### src/rtl/zoom_pkg.sv
// Definitions shared by the zoom engines: default frame geometry, the
// engine FSM states and small elaboration-time helpers.
package zoom_pkg;

    localparam int unsigned FRAME_W = 320;
    localparam int unsigned FRAME_H = 240;

    typedef enum logic [2:0] {
        S_IDLE,
        S_CLEAR,
        S_READ,
        S_DRAIN,
        S_WRITE,
        S_FINISH
    } zoom_state_e;

    // Ceiling log2; exact for the power-of-two factors the engines use.
    function automatic int unsigned log2c(input int unsigned v);
        int unsigned r;
        r = 0;
        for (int unsigned i = 0; i < 32; i++) begin
            if ((64'd1 << i) < 64'(v)) r = i + 1;
        end
        return r;
    endfunction

    // Offset that centres an out-sized span inside a src-sized span.
    function automatic int unsigned centre_off(input int unsigned src, input int unsigned out);
        return (src - out) / 2;
    endfunction

endpackage

### src/rtl/block_accumulator.sv
// Sums the samples of one block and presents the truncated average.
module block_accumulator
    import zoom_pkg::*;
#(
    parameter int unsigned PIX_W = 8,
    parameter int unsigned SHIFT = 2
) (
    input  logic             clk_i,
    input  logic             rst_i,
    input  logic             clr_i,
    input  logic             add_i,
    input  logic [PIX_W-1:0] data_i,
    output logic [PIX_W-1:0] avg_o
);

    localparam int unsigned ACC_W = PIX_W + SHIFT;

    logic [ACC_W-1:0] acc_q;
    logic [ACC_W-1:0] acc_d;
    logic [ACC_W-1:0] sum;

    assign sum = acc_q + ACC_W'(data_i);

    always_comb begin
        acc_d = acc_q;
        if (clr_i) begin
            acc_d = '0;
        end else if (add_i) begin
            acc_d = sum;
        end
    end

    always_ff @(posedge clk_i or posedge rst_i) begin
        if (rst_i) begin
            acc_q <= '0;
        end else begin
            acc_q <= acc_d;
        end
    end

    // Includes the sample on data_i, so the caller can register the final
    // average on the same edge as the last add.
    assign avg_o = sum[ACC_W-1:SHIFT];

endmodule

### src/rtl/block_average_downscaler.sv
// Zoom-out engine: clears the framebuffer, then writes the FACTOR x FACTOR
// block averages of the source image centred in the framebuffer.
module block_average_downscaler
    import zoom_pkg::*;
#(
    parameter int unsigned SRC_W  = FRAME_W,
    parameter int unsigned SRC_H  = FRAME_H,
    parameter int unsigned FACTOR = 2,
    parameter int unsigned PIX_W  = 8,
    parameter int unsigned ADDR_W = 17
) (
    input  logic              clk,
    input  logic              reset,
    input  logic              start,
    output logic              busy,
    output logic              done,
    output logic [ADDR_W-1:0] src_addr,
    output logic              src_rd_en,
    input  logic [PIX_W-1:0]  src_data,
    output logic [ADDR_W-1:0] dst_addr,
    output logic [PIX_W-1:0]  dst_data,
    output logic              dst_wr_en
);

    localparam int unsigned OUT_W = SRC_W / FACTOR;
    localparam int unsigned OUT_H = SRC_H / FACTOR;
    localparam int unsigned X_OFF = centre_off(SRC_W, OUT_W);
    localparam int unsigned Y_OFF = centre_off(SRC_H, OUT_H);
    localparam int unsigned K     = FACTOR * FACTOR;
    localparam int unsigned SHIFT = 2 * log2c(FACTOR);
    localparam int unsigned XW    = log2c(OUT_W);
    localparam int unsigned YW    = log2c(OUT_H);
    localparam int unsigned KW    = SHIFT;

    localparam logic [ADDR_W-1:0] CLR_LAST = ADDR_W'(SRC_W * SRC_H - 1);
    localparam logic [XW-1:0]     OX_LAST  = XW'(OUT_W - 1);
    localparam logic [YW-1:0]     OY_LAST  = YW'(OUT_H - 1);
    localparam logic [KW-1:0]     K_LAST   = KW'(K - 1);

    zoom_state_e       state_q, state_d;
    logic [XW-1:0]     ox_q, ox_d;
    logic [YW-1:0]     oy_q, oy_d;
    logic [KW-1:0]     k_q, k_d;
    logic [ADDR_W-1:0] clr_q, clr_d;

    logic              busy_q, busy_d;
    logic              done_q, done_d;
    logic              src_rd_en_q, src_rd_en_d;
    logic [ADDR_W-1:0] src_addr_q, src_addr_d;
    logic              dst_wr_en_q, dst_wr_en_d;
    logic [ADDR_W-1:0] dst_addr_q, dst_addr_d;
    logic [PIX_W-1:0]  dst_data_q, dst_data_d;

    logic              acc_clr;
    logic              acc_add;
    logic [PIX_W-1:0]  avg;

    function automatic logic [ADDR_W-1:0] src_index(input logic [XW-1:0] ox,
                                                    input logic [YW-1:0] oy,
                                                    input logic [KW-1:0] k);
        int unsigned dx;
        int unsigned dy;
        dx = 32'(k) % FACTOR;
        dy = 32'(k) / FACTOR;
        return ADDR_W'((32'(oy) * FACTOR + dy) * SRC_W + 32'(ox) * FACTOR + dx);
    endfunction

    function automatic logic [ADDR_W-1:0] dst_index(input logic [XW-1:0] ox,
                                                    input logic [YW-1:0] oy);
        return ADDR_W'((32'(oy) + Y_OFF) * SRC_W + 32'(ox) + X_OFF);
    endfunction

    // Read data lags src_rd_en by one cycle: clear on the first READ cycle,
    // then add the previous cycle's sample through DRAIN.
    assign acc_clr = (state_q == S_READ) && (k_q == '0);
    assign acc_add = ((state_q == S_READ) && (k_q != '0)) || (state_q == S_DRAIN);

    block_accumulator #(
        .PIX_W (PIX_W),
        .SHIFT (SHIFT)
    ) u_acc (
        .clk_i  (clk),
        .rst_i  (reset),
        .clr_i  (acc_clr),
        .add_i  (acc_add),
        .data_i (src_data),
        .avg_o  (avg)
    );

    always_comb begin
        state_d = state_q;
        ox_d    = ox_q;
        oy_d    = oy_q;
        k_d     = k_q;
        clr_d   = clr_q;

        case (state_q)
            S_IDLE: begin
                clr_d = '0;
                if (start) state_d = S_CLEAR;
            end
            S_CLEAR: begin
                if (clr_q == CLR_LAST) begin
                    state_d = S_READ;
                    ox_d    = '0;
                    oy_d    = '0;
                    k_d     = '0;
                end else begin
                    clr_d = clr_q + 1'b1;
                end
            end
            S_READ: begin
                if (k_q == K_LAST) begin
                    state_d = S_DRAIN;
                end else begin
                    k_d = k_q + 1'b1;
                end
            end
            S_DRAIN: state_d = S_WRITE;
            S_WRITE: begin
                k_d = '0;
                if ((ox_q == OX_LAST) && (oy_q == OY_LAST)) begin
                    state_d = S_FINISH;
                end else begin
                    state_d = S_READ;
                    if (ox_q == OX_LAST) begin
                        ox_d = '0;
                        oy_d = oy_q + 1'b1;
                    end else begin
                        ox_d = ox_q + 1'b1;
                    end
                end
            end
            S_FINISH: state_d = S_IDLE;
            default:  state_d = S_IDLE;
        endcase

        // Outputs are registered alongside the state they belong to.
        busy_d      = state_d inside {S_CLEAR, S_READ, S_DRAIN, S_WRITE};
        done_d      = (state_d == S_FINISH);
        src_rd_en_d = (state_d == S_READ);
        src_addr_d  = (state_d == S_READ) ? src_index(ox_d, oy_d, k_d) : '0;
        dst_wr_en_d = (state_d == S_CLEAR) || (state_d == S_WRITE);
        dst_addr_d  = '0;
        dst_data_d  = '0;
        if (state_d == S_CLEAR) begin
            dst_addr_d = clr_d;
        end else if (state_d == S_WRITE) begin
            dst_addr_d = dst_index(ox_d, oy_d);
            dst_data_d = avg;
        end
    end

    always_ff @(posedge clk or posedge reset) begin
        if (reset) begin
            state_q     <= S_IDLE;
            ox_q        <= '0;
            oy_q        <= '0;
            k_q         <= '0;
            clr_q       <= '0;
            busy_q      <= 1'b0;
            done_q      <= 1'b0;
            src_rd_en_q <= 1'b0;
            src_addr_q  <= '0;
            dst_wr_en_q <= 1'b0;
            dst_addr_q  <= '0;
            dst_data_q  <= '0;
        end else begin
            state_q     <= state_d;
            ox_q        <= ox_d;
            oy_q        <= oy_d;
            k_q         <= k_d;
            clr_q       <= clr_d;
            busy_q      <= busy_d;
            done_q      <= done_d;
            src_rd_en_q <= src_rd_en_d;
            src_addr_q  <= src_addr_d;
            dst_wr_en_q <= dst_wr_en_d;
            dst_addr_q  <= dst_addr_d;
            dst_data_q  <= dst_data_d;
        end
    end

    assign busy      = busy_q;
    assign done      = done_q;
    assign src_rd_en = src_rd_en_q;
    assign src_addr  = src_addr_q;
    assign dst_wr_en = dst_wr_en_q;
    assign dst_addr  = dst_addr_q;
    assign dst_data  = dst_data_q;

endmodule
### config.mk
export PLATFORM = sky130hd
export DESIGN_NAME = block_average_downscaler
export DESIGN_NICKNAME = d
export VERILOG_FILES = /design/src/rtl/zoom_pkg.sv /design/src/rtl/block_accumulator.sv /design/src/rtl/block_average_downscaler.sv
export SDC_FILE = /design/constraint.sdc
export NUM_CORES = 1
export LEC_CHECK = 0
export CORE_MARGIN = 4
export CORE_UTILIZATION = 30
export CTS_CLUSTER_DIAMETER = 30
export DETAILED_ROUTE_END_ITERATION = 7
export DONT_BUFFER_PORTS = 1
export SLEW_MARGIN = 20
export SYNTH_ARGS = -nofsm -noshare
export SYNTH_HDL_FRONTEND = slang
export SYNTH_SLANG_ARGS = --single-unit
export TNS_END_PERCENT = 50
### constraint.sdc
create_clock -name clk -period 3.9 [get_ports clk]
set_clock_uncertainty 0.05 [all_clocks]
set_input_delay 0.585 -clock clk [delete_from_list [all_inputs] [get_ports clk]]
set_output_delay 0.585 -clock clk [all_outputs]
set_load 0.05 [all_outputs]
## Word-level counts from Yosys, hierarchy flattened

Index checks and enable logic that the tools add are counted.

| storage, ports and cells | value |
|---|---|
| bits in registers | 93 |
| input port bits | 11 |
| output and inout bits | 46 |
| logic and storage cells | 74 |

| operators by class | value |
|---|---|
| add/sub/neg operators | 11 |
| $mul | 2 |
| eq/ne operators | 13 |
| muxes and demuxes | 25 |
| reduce and logical (&&, ||, !) cells | 10 |

Operators by type and width:

| cell | number |
|---|---|
| $mux 17 | 4 |
| $mux 8 | 5 |
| $pmux 17 s2 | 1 |
| $mux 7 | 3 |
| $mux 10 | 2 |
| $add 17x1->17 | 1 |
| $add 17x1->17 const B | 1 |
| $add 17x7->17 const B | 1 |
| $add 17x8->17 | 1 |
| $add 17x9->17 | 1 |
| $eq 17x17->1 const B | 1 |
| $pmux 8 s2 | 1 |
| $pmux 3 s5 | 1 |
| $pmux 7 s2 | 1 |
| $eq 3x2->1 const B | 4 |
| $mux 3 | 4 |
| $mul 8x3->11 const B | 1 |
| $mul 9x3->11 const B | 1 |
| $add 10x8->10 | 1 |
| $add 8x1->9 | 1 |
| $eq 3x3->1 const B | 3 |
| $add 7x6->8 const B | 1 |
| $add 8x1->8 const B | 1 |
| $eq 8x8->1 const B | 1 |
| 13 further kinds | 19 |

## Logic depth before layout (Yosys ltp)

Gate-level depths: netlist of run 1.

| logic depth | value |
|---|---|
| depth in word-level cells | 10 |
| depth in mapped cells | 19 |
| gate-level depth less buffers | 19 |

## By module

From an unflattened synthesis of run 1, not the netlist that was laid out.

| second synthesis, totals | value |
|---|---|
| cell total of the unflattened synthesis | 587 |
| area, all modules | 5681.7 um^2 |

By module, submodules not included:

| module | instances | cells an instance | area an instance (um^2) | seq. area each (um^2) |
|---|---|---|---|---|
| block_average_downscaler | 1 | 488 | 4777.1 | 2077.0 |
| block_accumulator | 1 | 99 | 904.6 | 250.2 |

## Worst setup path after synthesis of run 1

No wires, ideal clock.

| path | value |
|---|---|
| path type | flip-flop to flip-flop |
| start point | register ox_q[0] |
| end point | register dst_addr_q[15] (netlist: dst_addr[15]) |
| arrival | 4.068 ns |
| data required time | 3.784 ns |
| setup slack | -0.283 ns |
| cell stages (with the launch flop) | 17 |
| buffers on the path | 0 |
| period minus slack after synthesis | 4.183 ns |
| cells stage by stage | dfrtp_1 ha_1 and4_1 nand2_1 o31a_1 and2_1 or4b_4 nand2_1 ha_1 ha_1 o21ai_0 or2_2 a221o_1 nand3b_1 xor2_1 a211o_1 nand3_2 |

| on the way | value |
|---|---|
| longest elaborated chain between the ends | 10 |
| elaborated cells between the ends (all ways) | 20 |

Ends and longest elaborated chain:

| element | line | source |
|---|---|---|
| start, declared | block_average_downscaler.sv:41 | `logic [XW-1:0] ox_q, ox_d;` |
| start signal, assigned | block_average_downscaler.sv:157 | `ox_q <= '0;` |
| start signal, assigned | block_average_downscaler.sv:170 | `ox_q <= ox_d;` |
| $eq 8x8->1 * | block_average_downscaler.sv:122, block_average_downscaler.sv:126 |  |
| $mux 7 or $logic_and 1x1->1 (tied branches) | block_average_downscaler.sv:126, block_average_downscaler.sv:122 |  |
| $mux 7 * | block_average_downscaler.sv:122 | `if ((ox_q == OX_LAST) && (oy_q == OY_LAST)) begin` |
| $pmux 7 s2 * | block_average_downscaler.sv:97 | `case (state_q)` |
| named net oy_d[2] | block_average_downscaler.sv:42 | `logic [YW-1:0] oy_q, oy_d;` |
| $add 7x6->8 * | block_average_downscaler.sv:70 | `return ADDR_W'((32'(oy) + Y_OFF) * SRC_W + 32'(ox) + X_OFF);` |
| $mul 8x3->11 * | block_average_downscaler.sv:70 |  |
| $add 17x8->17 * | block_average_downscaler.sv:70 |  |
| $add 17x7->17 * | block_average_downscaler.sv:70 |  |
| $mux 17 * | block_average_downscaler.sv:148 | `end else if (state_d == S_WRITE) begin` |
| $mux 17 * | block_average_downscaler.sv:146 | `if (state_d == S_CLEAR) begin` |
| named net dst_addr_d[15] | block_average_downscaler.sv:51 | `logic [ADDR_W-1:0] dst_addr_q, dst_addr_d;` |
| end signal, assigned | block_average_downscaler.sv:179 | `dst_addr_q <= dst_addr_d;` |
| end, declared | block_average_downscaler.sv:51 |  |

The timed path passes the listed nets; every way through them passes the cells marked *.
A chain may end at the register's enable or synchronous reset.

## Worst setup path after layout of run 1

| path | value |
|---|---|
| start point | register ox_q[5] |
| end point | register dst_addr_q[15] (netlist: dst_addr[15]) |

Same word-level chain as after synthesis.

==> results of run 1 <==
report_power, final:
part           internal [mW]  switching, mW
clock                  0.438          0.398
sequential              1.02          0.133
combinational         0.0930          0.129
total                   1.55          0.660
layer usage:
| metal | GRT usage [%] | vias up | wire length (µm) |
|---|---|---|---|
| li1 | - | 2239 | - |
| met1 | 17.9 | 2312 | 6400 |
| met2 | 24.6 | 102 | 7420 |
| met3 | 3.99 | 23 | 695 |
| met4 | 5.25 | 0 | 314 |
| met5 | 0 | - | 0 |
critical path, cell delays in order (launching register included):
cell and delay [ns]:
dfrtp_1 0.41, or3b_4 0.43, nor3_4 0.26, and3_4 0.22, nor3_2 0.06, or4b_4 0.57, nand2_4 0.11, ha_4 0.20
ha_4 0.32, o21ai_4 0.08, or2_4 0.22, a221o_1 0.34, nand3b_1 0.22, xor2_2 0.19, a211o_1 0.25, nand3_2 0.07
registers in the layout (all words and copies together), names as in the netlist:
register	flops
k_q	2
src_addr	17
src_rd_en	1
done	1
state_q	3
oy_q	7
ox_q	8
dst_addr	17
dst_data	8
dst_wr_en	1
u_acc.acc_q	10
clr_q	17
busy	1
per-stage QoR:
stage	worst slack, ns	hold WS (ns)	utilization (%)	total power, mW
floorplan	0.00282	0.404	-	1.30
global placement	-0.106	0.293	36.3	1.38
detailed placement	-0.164	0.293	36.3	1.39
CTS	-0.0437	0.359	38.7	2.24
global route	-0.331	0.378	39.7	2.32
finish	-0.154	0.374	39.7	2.21
cells by family after synthesis:
kind of cell | Yosys count | synth area share [%]
buffers and inverters | 51 | 3.52
AO/OA/AOI/OAI | 128 | 15.1
XOR/XNOR | 34 | 5.41
multiplexers | 13 | 2.36
AND/OR/NAND/NOR | 207 | 19.7
adder cells (fa/ha/maj) | 49 | 11.7
flip-flops | 93 | 42.2
synthesized netlist by cell type, types with 6 or more instances:
cell type  number  area [µm²]
dfrtp_1        93        2330
nand2_1        57         214
ha_1           45         563
o21ai_0        41         205
nor2_1         38         143
inv_1          35         131
a21oi_1        25         125
nand3_1        24         120
nor3_1         17        85.1
xnor2_1        17         149
xor2_1         17         149
clkbuf_1       14        52.6
mux2i_1        13         130
a21o_1         10        75.1
nand4_1        10        62.6
a22o_1          9        78.8
and2_1          7        43.8
and3_1          7        43.8
nor2b_1         7        43.8
nand2b_1        6        37.5
layout make-up:
cell class	count	area, µm²
tap	229	287
fill	1751	10900
sequential	93	2330
clock buffer	10	229
timing repair buffer	105	791
multi-input combinational	431	3340
inverter	35	134
clock inverter	6	47.5
worst paths after layout:
path,endpoint,slack (ns),cells past startpoint
max,dst_addr[15]$_DFF_PP0_,-0.15,15
min,busy$_DFF_PP0_,0.37,2
max reg2reg,dst_addr[15]$_DFF_PP0_,-0.15,15
min reg2reg,u_acc.acc_q[6]$_DFFE_PP0P_,0.44,2
max in group asynchronous,oy_q[2]$_DFF_PP0_,2.38,3
min in group asynchronous,dst_data[1]$_DFF_PP0_,0.53,2
what timing repair did:
action                     CTS  global route
hold buffers                 1             0
pin swaps                   20            10
hold endpoints to repair     6             0
resized for setup           23            29
cloned                       0             0
setup endpoints to repair    6            13
buffers inserted             6             5
==> flow_summary.toml, run 1 <==
[global_route]
grt_max_degree = 53
grt_pass1_wl_um = 24100
grt_pass1_vias = 4909
grt_usage_pct = 14.6
antenna_found_initial = 0
overflow = 0

[sta]
layout_min_cycle_time_ns = 4.05
rsz0062_at_grt = "true"
max_freq_mhz = 247
period_share_pct = 104
setup_violations = 4
finalHoldViolCount = 0
setup_slack_ns = -0.154
setup-tns-final_ns = -0.375
worst_pin_slew_ns = 0.938
slew_violations = 0
slew_headroom_pct = 37.4

[yosys]
synth_flop_cell = "dfrtp_1"
synthCells = 575
synth_seq_cells = 93
synth.distinct_cells = 61
synthArstFlopShare_pct = 100
synth_warnings = 0
seq_area_frac_synth_pct = 42.2
syn_avg_cell_area_um2 = 9.58
mappedNetlistArea_um2 = 5510
synth_edf_count = 0
syn_nets = 635

[clocking]
htree_levels = 3
numCtsBuffers = 9
clock-root-buffer = "clkbuf_16"
clk_path_buf_depth = 2
clk_latency_ns = 0.35
cts_tree = "done"
cts.clk_slew.worst_paths_ns = 0.07
clock_sinks = 93

[routing]
via_per_inst = 5.14
vias = 4676
route.detailed.drc = 0
routed_wl_um = 14800
drtAntennaViolNets = 0
drtIter0Drc = 274
dr.pass1.iters = 4
wl_per_cell_um = 16.3

[pwr]
ir_drop_mv = 0.294
power.leakage_nw = 3.47
power_density_nw_per_um2 = 308

[placed_design]
gp_congestion = 0.874
dp_hpwl_um = 10800
place_area_um2 = 6540
port_buffers = 0
dp_cells = 881

[layout]
design_area_um2 = 7160
drive_gt1_share_pct = 27.9
mostFrequentLayoutCell = "buf_4"
area_growth_pct = 29.9
antennaDiodeCount = 0
layout_common_cells = "buf_4, dfrtp_1, nand2_1, o21ai_0"
fin_cells = 909
fin_nets = 735

[floorplanning]
die_h_um = 144
start_util_pct = 30.6
die_w_um = 144
core_um2 = 18000
dieArea_um2 = 20600
io_pins = 57
rows = 49

[hold_path]
hold_start = "start"
min_path_type = "input pin to flip-flop"

[setup_path]
cp-startpoint = "ox_q[5]$_DFF_PP0_"
worstPathRequired_ns = 4.14
r2r-start = "ox_q[5]$_DFF_PP0_"
crit_path_end_kind = "flip-flop"
arrival_ns = 4.29
start_kind = "flip-flop"
critical_path_class = "flip-flop to flip-flop"
cp_max_fo = 4

[outcome]
violations = "negative setup slack"
outcome = "finished, violations left"

[flow_run]
maxCapViolCount = 0
(Power assumes the default switching activity.)
==> run 2, diff against run 1 <==
--- a/config.mk
+++ b/config.mk
@@ -10,6 +10,7 @@
 export CTS_CLUSTER_DIAMETER = 30
 export DETAILED_ROUTE_END_ITERATION = 7
 export DONT_BUFFER_PORTS = 1
+export PLACE_DENSITY = 0.49
 export SLEW_MARGIN = 20
 export SYNTH_ARGS = -nofsm -noshare
 export SYNTH_HDL_FRONTEND = slang
==> flow_summary.toml, run 2 (same netlist as run 1, synthesis figures left out) <==
[routing]
vias = 4683
via_per_inst = 4.97
drtAntennaViolNets = 0
route.detailed.drc = 0
drtIter0Drc = 224
wl_per_cell_um = 16.0
dr.pass1.iters = 5
routed_wl_um = 15100

[floorplanning]
dieArea_um2 = 20600
die_w_um = 144
rows = 49
core_um2 = 18000
die_h_um = 144
start_util_pct = 30.6
io_pins = 57

[pwr]
total_power_mw = 2.31
ir_drop_mv = 0.211
power.leakage_nw = 3.65
power_density_nw_per_um2 = 302

[global_route]
grt_usage_pct = 14.9
overflow = 0
grt_max_degree = 39
grt_pass1_vias = 4789
grt_pass1_wl_um = 24000
antenna_found_initial = 0

[placed_design]
gp_congestion = 0.853
pre_cts_ws_ns = -0.237
dp_hpwl_um = 11100
port_buffers = 0

[setup_path]
arrival_ns = 4.23
critical_path_class = "flip-flop to flip-flop"
cp_max_fo = 4
worstPathRequired_ns = 4.14
rrSetupSlack_ns = -0.09
start_kind = "flip-flop"
r2r-end = "dst_addr[15]$_DFF_PP0_"
cp_slowest_stage_delay_ns = 0.57
cp_slowest_cell = "or4b_4"
reg2reg_depth = 16
r2r-start = "clr_q[12]$_DFF_PP0_"
crit_chain = "nand4bb_4 > nor4_4 > nand3_2 > buf_4 > and2_4 > or4b_4 > nand2_4 > ha_4 > ha_4 > o21ai_4 > or2_4 > a221o_1 > nand3b_1 > xor2_1 > a211o_1 > nand3_2"
crit_path_end_kind = "flip-flop"

[layout]
area_growth_pct = 38.8
layout_common_cells = "buf_4, dfrtp_1, nand2_1, nor2_1"
antennaDiodeCount = 0
mostFrequentLayoutCell = "buf_4"
utilization_pct = 42.4
fin_nets = 770
drive_gt1_share_pct = 34.5

[outcome]
violations = "negative setup slack"
outcome = "finished, violations left"

[clocking]
clock-root-buffer = "clkbuf_16"
htree_levels = 3
clk_latency_ns = 0.35
cts.clk_slew.worst_paths_ns = 0.07
numCtsBuffers = 9
clk_path_buf_depth = 2
cts_tree = "done"
clock_sinks = 93

[sta]
setup_violations = 3
setup-tns-final_ns = -0.144
max_freq_mhz = 251
rsz0062_at_grt = "true"
period_share_pct = 102
worst_pin_slew_ns = 0.720
slew_headroom_pct = 51.9
layout_min_cycle_time_ns = 3.99
setup_slack_ns = -0.0853
finalHoldViolCount = 0
slew_violations = 0

[hold_path]
min_path_type = "input pin to asynchronous set/reset pin"

[flow_run]
maxCapViolCount = 0
## run 2: repair_timing
action,CTS,global route
gates resized for setup,33,59
hold buffers,0,0
endpoints found under the hold margin,0,0
buffers inserted,9,11
endpoints found under the setup margin,8,10
pin swaps,29,37
## run 2: final cells by class
type,instances,area [µm²]
clock buffers,10,239
clock inverters,5,61.3
fillers,1762,10400
inverters,35,138
multi-input cells,431,3520
flip-flops and latches,93,2330
well taps,229,287
repair buffers,140,1070
## run 2: worst max-delay path, delay by kind of cell (launching register included)
kind,cells,cell delay [ns]
AND/OR/NAND/NOR,9,2.01
AO/OA/AOI/OAI,3,0.66
adder cells (fa/ha/maj),2,0.50
flip-flops,1,0.38
XOR/XNOR,1,0.17
buffers and inverters,1,0.15
## run 2: power by group
| group | total, mW | switching, mW | internal (mW) |
|---|---|---|---|
| logic | 0.263 | 0.146 | 0.117 |
| clock network | 0.900 | 0.387 | 0.512 |
| registers | 1.14 | 0.128 | 1.02 |
| total | 2.31 | 0.661 | 1.65 |
## run 2: stage by stage
step	area, µm²	hold WS, ns	std cells
6_report	7650	0.0783	943
5_1_grt	7650	0.123	943
4_1_cts	7280	0.0979	933
3_5_place_dp	6750	0.429	909
3_3_place_gp	6750	0.415	909
2_1_floorplan	5620	0.404	575
## run 2: routing by layer
| metal | track usage [%] | up-vias | share of wire, % |
|---|---|---|---|
| met5 | 0 | - | 0 |
| met4 | 6.05 | 0 | 2.5 |
| met3 | 2.83 | 26 | 4.4 |
| met2 | 25.4 | 84 | 49 |
| met1 | 18.5 | 2260 | 44 |
| li1 | - | 2313 | - |
## run 2: how the worst max path moves through the flow
stage               cells after the start  slack, ns                endpoint                  from
floorplan                              15      0.003  src_addr[15]$_DFF_PP0_  state_q[0]$_DFF_PP0_
global placement                       15      -0.18  dst_addr[16]$_DFF_PP0_  state_q[1]$_DFF_PP0_
detailed placement                     17      -0.24  dst_addr[15]$_DFF_PP0_   clr_q[14]$_DFF_PP0_
CTS                                    15      -0.08  dst_addr[15]$_DFF_PP0_     ox_q[5]$_DFF_PP0_
global route                           15      -0.24  dst_addr[15]$_DFF_PP0_     ox_q[6]$_DFF_PP0_
finish                                 16      -0.09  dst_addr[15]$_DFF_PP0_   clr_q[12]$_DFF_PP0_
==> run 3, diff against run 2 <==
--- a/config.mk
+++ b/config.mk
@@ -5,6 +5,7 @@
 export SDC_FILE = /design/constraint.sdc
 export NUM_CORES = 1
 export LEC_CHECK = 0
+export CAP_MARGIN = 0
 export CORE_MARGIN = 4
 export CORE_UTILIZATION = 30
 export CTS_CLUSTER_DIAMETER = 30
==> results of run 3 <==
No change in the layout: final DEF, timing and power equal those of run 2.
